### src/rtl/piano_pkg.sv
// Shared types for the piano key event path: key vector, encoded index and
// encoder FSM states.
package piano_pkg;

  localparam int NUM_KEYS  = 32;
  localparam int KEY_IDX_W = 5;

  typedef logic [KEY_IDX_W-1:0] key_idx_t;
  typedef logic [NUM_KEYS-1:0]  key_vec_t;

  typedef enum logic {SCAN, SEND} enc_state_e;

endpackage

### src/rtl/key_debounce.sv
// Two-flop synchroniser plus whole-vector debounce: the committed vector only
// follows the synchronised keys once they have held still long enough.
module key_debounce
  import piano_pkg::*;
#(
  parameter int DEBOUNCE_CYC = 4
) (
  input  logic     clk,
  input  logic     reset,
  input  key_vec_t keys_raw,
  output key_vec_t keys_stable
);

  localparam int CNT_W = $clog2(DEBOUNCE_CYC + 1);
  localparam logic [CNT_W-1:0] CNT_MAX = CNT_W'(DEBOUNCE_CYC);

  key_vec_t         sync1, sync2, samp;
  logic [CNT_W-1:0] cnt;

  // Any change in the synchronised vector restarts the hold count, so a bounce
  // on one key also delays commits of keys changing alongside it.
  always_ff @(posedge clk) begin
    if (reset) begin
      sync1       <= '0;
      sync2       <= '0;
      samp        <= '0;
      cnt         <= '0;
      keys_stable <= '0;
    end else begin
      sync1 <= keys_raw;
      sync2 <= sync1;
      if (sync2 != samp) begin
        samp <= sync2;
        cnt  <= '0;
      end else if (cnt != CNT_MAX) begin
        cnt <= cnt + 1'b1;
      end
      if (cnt == CNT_MAX) keys_stable <= samp;
    end
  end

endmodule

### src/rtl/key_event_encoder32.sv
// Turns debounced key changes into {key_idx, pressed} events, lowest index
// first, delivered one at a time over valid/ready.
module key_event_encoder32
  import piano_pkg::*;
#(
  parameter int DEBOUNCE_CYC = 4
) (
  input  logic                 clk,
  input  logic                 reset,
  input  logic [NUM_KEYS-1:0]  keys,
  input  logic                 ready,
  output logic                 valid,
  output logic [KEY_IDX_W-1:0] key_idx,
  output logic                 pressed,
  output logic                 any_down
);

  key_vec_t   committed, reported, reported_n, diff;
  enc_state_e state, state_n;
  key_idx_t   enc_idx, idx_n;
  logic       pressed_n;

  key_debounce #(.DEBOUNCE_CYC(DEBOUNCE_CYC)) u_deb (
    .clk         (clk),
    .reset       (reset),
    .keys_raw    (keys),
    .keys_stable (committed)
  );

  assign diff  = committed ^ reported;
  assign valid = (state == SEND);

  // Descending scan so the last hit, i.e. the lowest set bit, wins.
  always_comb begin
    enc_idx = '0;
    for (int i = NUM_KEYS-1; i >= 0; i--)
      if (diff[i]) enc_idx = key_idx_t'(i);
  end

  always_comb begin
    state_n    = state;
    idx_n      = key_idx;
    pressed_n  = pressed;
    reported_n = reported;
    case (state)
      SCAN: if (diff != '0) begin
        idx_n     = enc_idx;
        pressed_n = committed[enc_idx];
        state_n   = SEND;
      end
      SEND: if (ready) begin
        // Record what was actually sent; a later change shows up as residual diff.
        reported_n[key_idx] = pressed;
        state_n             = SCAN;
      end
      default: state_n = SCAN;
    endcase
  end

  always_ff @(posedge clk) begin
    if (reset) begin
      state    <= SCAN;
      key_idx  <= '0;
      pressed  <= 1'b0;
      reported <= '0;
      any_down <= 1'b0;
    end else begin
      state    <= state_n;
      key_idx  <= idx_n;
      pressed  <= pressed_n;
      reported <= reported_n;
      any_down <= |reported;
    end
  end

endmodule

### config.mk
export PLATFORM = sky130hd
export DESIGN_NAME = key_event_encoder32
export DESIGN_NICKNAME = d
export VERILOG_FILES = /design/src/rtl/piano_pkg.sv /design/src/rtl/key_debounce.sv /design/src/rtl/key_event_encoder32.sv
export SDC_FILE = /design/constraint.sdc
export NUM_CORES = 1
export LEC_CHECK = 0
export BUFFER_PORTS_ARGS = -buffer_cell sky130_fd_sc_hd__buf_2
export CAP_MARGIN = 40
export CELL_PAD_IN_SITES_DETAIL_PLACEMENT = 1
export CELL_PAD_IN_SITES_GLOBAL_PLACEMENT = 2
export CORE_MARGIN = 5
export CORE_UTILIZATION = 37
export CTS_BUF_LIST = sky130_fd_sc_hd__clkbuf_16
export DETAILED_ROUTE_END_ITERATION = 10
export GPL_ROUTABILITY_DRIVEN = 0
export GPL_TIMING_DRIVEN = 0
export PLACE_DENSITY = 0.75
export REMOVE_ABC_BUFFERS = 1
export SLEW_MARGIN = 20
export SYNTH_ARGS = -nofsm -noshare
export SYNTH_HDL_FRONTEND = slang
export SYNTH_SLANG_ARGS = --single-unit
### constraint.sdc
create_clock -name clk -period 2.8 [get_ports clk]
set_input_delay 0.14 -clock clk [delete_from_list [all_inputs] [get_ports clk]]
set_output_delay 0.14 -clock clk [all_outputs]
set_load 0.02 [all_outputs]
==> results_dict.tcl <==
set metrics [dict create \
    path_class "reg -> reg" \
    ys_warn_count 0 \
    drc 0 \
    arrival_ns 3.10 \
    ys.flop_type "dfxtp_1" \
    intPower_w 0.004031 \
    synth_seq_cells 171 \
    wirelength_mm 18.95 \
    h-tree-depth 4 \
    final_util_pct 46.74 \
    clk_latency_ns 0.43 \
    cp_max_fo 4 \
    switching_power_w 0.001171 \
    root_buffer "clkbuf_16" \
    num-nets-final 909 \
    p_per_area_nw_per_um2 595.1 \
    via_per_inst 5.221 \
    dp_hpwl_mm 13.37 \
    dr_total_vias 5837 \
    antenna_found_initial 0 \
    setup_viol 0 \
    fin_crit_sh_pct 98.46 \
    cts_tree "built" \
    synth_cell_type_count 56 \
    sw_frac_of_total_pct 22.51 \
    wl_per_cell_um 16.95 \
    syn_to_final_growth_pct 24.55 \
    cp.required_ns 3.14 \
    ioPinCount 43 \
    drive_gt1_share_pct 16.63 \
    min_path_type "in -> reg" \
    multiInputGateArea_um2 3633 \
    worstSetupEndpointType "register" \
    fill_cells 2149 \
    antennaDiodeCount 0 \
    grt_usage_pct 17.60 \
    slowest_stage "or4_1" \
    async_flop_share_pct 0 \
    cp-start-kind "register" \
    status "finished clean" \
    path_clk_slew_ns 0.07 \
    grt_pass1_vias 5973 \
    drtIter0Drc 297 \
    critPathMaxStageDelay_ns 0.55 \
    p_clk_share_pct 48.4 \
    initial_core_util_pct 37.53 \
    seqCellArea_um2 3447 \
    place.port_buffers 42 \
    cp_top_family "compound AO/OA/AOI/OAI gates" \
    core-area_um2 18710 \
    grt_overflow 0 \
    cts_buffer_depth 2 \
    rrSetupSlack_ns 0.04 \
    drv_slew 0 \
    synth_edf_count 0 \
    numCtsBuffers 17 \
    crit_chain "xor2_4 -> or4_1 -> o211ai_1 -> a211oi_2 -> nor2_2 -> buf_4 -> nor2_1 -> a221oi_1 -> a211oi_1 -> o32ai_2" \
    ant_nets 0 \
    max_freq_mhz 362.7 \
    seqPwrFrac_pct 48.3 \
    synth-seq-area-share_pct 48.77 \
    syn_area_um2 7019 \
    dieWidth_um 147.7 \
    cts.sinks 171 \
    cp_num_buf_inv 1 \
    die_height_um 147.7 \
    vdd_ir_drop_max_v 0.0003889 \
    grt_max_degree 88 \
    setup_tns_ns 0 \
    skew_ns 0.01441 \
    hold_viol 0 \
    worstMarginPinSlew_ns 0.8474 \
    pwr-share-comb_pct 3.4 \
    maxCapViolCount 0 \
    dieArea_um2 21830 \
    grt_pass1_wl_mm 30.71 \
    p_leak_nw 3.336 \
    drtPass1Iterations 5 \
    period_needed_ns 2.757 \
    maxSlewHeadroom_pct 43.38 \
    syn_inst 796 \
    synth_area_per_cell_um2 8.818 \
    std_cell_rows 50 \
]
==> power by group through the flow <==
stage	logic (W)	registers, W	clock network [W]
6_report	0.000176	0.00251	0.00252
5_1_grt	0.000197	0.00252	0.00270
4_1_cts	0.000180	0.00251	0.00258
3_5_place_dp	0.000145	0.00257	0
3_3_place_gp	0.000136	0.00257	0
2_1_floorplan	0.0000671	0.00256	0
==> final timing paths <==
kind,from,endpoint,cells after the start
max,u_deb.keys_stable[27]$_SDFFE_PP0N_,pressed$_SDFFE_PP0P_,10
min,reset,u_deb.sync2[15]$_SDFF_PP0_,2
max reg2reg,u_deb.keys_stable[27]$_SDFFE_PP0N_,pressed$_SDFFE_PP0P_,10
min reg2reg,u_deb.sync1[9]$_SDFF_PP0_,u_deb.sync2[9]$_SDFF_PP0_,1
==> registers in the layout, summed over array words and instances, names as in the netlist <==
name and cells:
any_down 1, reported 32, u_deb.keys_stable 32, u_deb.samp 32, u_deb.cnt 3, u_deb.sync1 32, u_deb.sync2 32, pressed 1
key_idx 5, valid 1
==> kinds of logic after synthesis <==
group / synth area share, %
AO/OA/AOI/OAI: 12.25
XOR/XNOR: 9.341
adder cells (fa/ha/maj): 0.3564
buffers and inverters: 2.460
flip-flops: 48.77
multiplexers: 1.141
AND/OR/NAND/NOR: 25.69
==> metal layers <==
layer	part of all wire [%]	track usage [%]	routed length (µm)
met1	45	22.26	8455
met3	4.3	3.587	815
met5	0	0	0
met2	50	30.56	9439
met4	1.3	4.800	240
==> timing repair <==
action,4_1_cts,5_1_grt
gates resized for setup,19,32
endpoints found under the hold margin,33,0
setup buffers,4,7
hold buffers,33,0
endpoints found under the setup margin,1,1
pin swaps,1,7
==> cell usage in the layout, fill, tap and decap left out, drive strengths merged, types with 3 or more instances in the layout <==
cell type,n
a211oi,10
a21boi,3
a21oi,73
a31oi,3
and2,4
buf,60
bufinv,3
clkbuf,18
clkinv,3
dfxtp,171
dlygate4sd3,33
inv,14
mux2i,8
nand2,126
nand2b,3
nand3,19
nand3b,4
nand4,11
nor2,44
nor2b,99
nor3,15
nor3b,3
nor4,22
o211ai,3
o21ai,23
o31ai,4
or2,3
xnor2,29
xor2,45
==> Yosys cell counts, drive strengths merged (2+ instances only) <==
cell type / count / area, µm²
dfxtp: 171 / 3423
o211ai: 3 / 22.52
a2111oi: 2 / 30.03
o22ai: 2 / 12.51
a31oi: 3 / 18.77
clkbuf: 30 / 112.6
nor2b: 99 / 619.3
or2: 3 / 18.78
nand2b: 3 / 18.77
o311ai: 2 / 17.52
buf: 7 / 37.53
a211oi: 10 / 80.07
and2: 4 / 25.02
o31a: 2 / 18.77
nand4: 11 / 68.82
mux2i: 8 / 80.08
or4: 2 / 15.01
nand3b: 4 / 30.03
nand3: 19 / 95.09
nor2: 44 / 167.7
a21boi: 3 / 22.52
inv: 6 / 22.52
xor2: 45 / 394.1
o21ai: 23 / 115.1
nand2: 126 / 473.0
a21oi: 73 / 365.4
nor3b: 3 / 22.52
nor4: 22 / 137.6
ha: 2 / 25.02
nor3: 15 / 86.34
o31ai: 4 / 30.03
o21a: 2 / 15.01
o221ai: 2 / 17.52
xnor2: 29 / 261.5
==> stage by stage <==
| stage | std cells | cell area [µm²] | hold WS, ns | worst slack (ns) | power, W |
|---|---|---|---|---|---|
| after CTS | 1108 | 8548 | 0.1826 | 0.01322 | 0.005273 |
| after detailed placement | 1040 | 7441 | 0.3553 | -0.3855 | 0.002713 |
| after floorplan | 759 | 6869 | 0.2091 | 0.09606 | 0.002627 |
| final | 1118 | 8742 | 0.1874 | 0.04301 | 0.005202 |
| after global placement | 1035 | 7372 | 0.3461 | -0.6562 | 0.002702 |
| after global routing | 1118 | 8742 | 0.2040 | -0.03300 | 0.005410 |
==> cell type report <==
class	instances	share of cell area, %
Tap cell	234	3.349
Sequential cell	171	39.43
Inverter	6	0.2576
Multi-Input combinational cell	582	41.56
Clock buffer	17	4.866
Timing Repair Buffer	94	8.201
Clock inverter	14	2.333
Power figures use the tool's default switching activity.
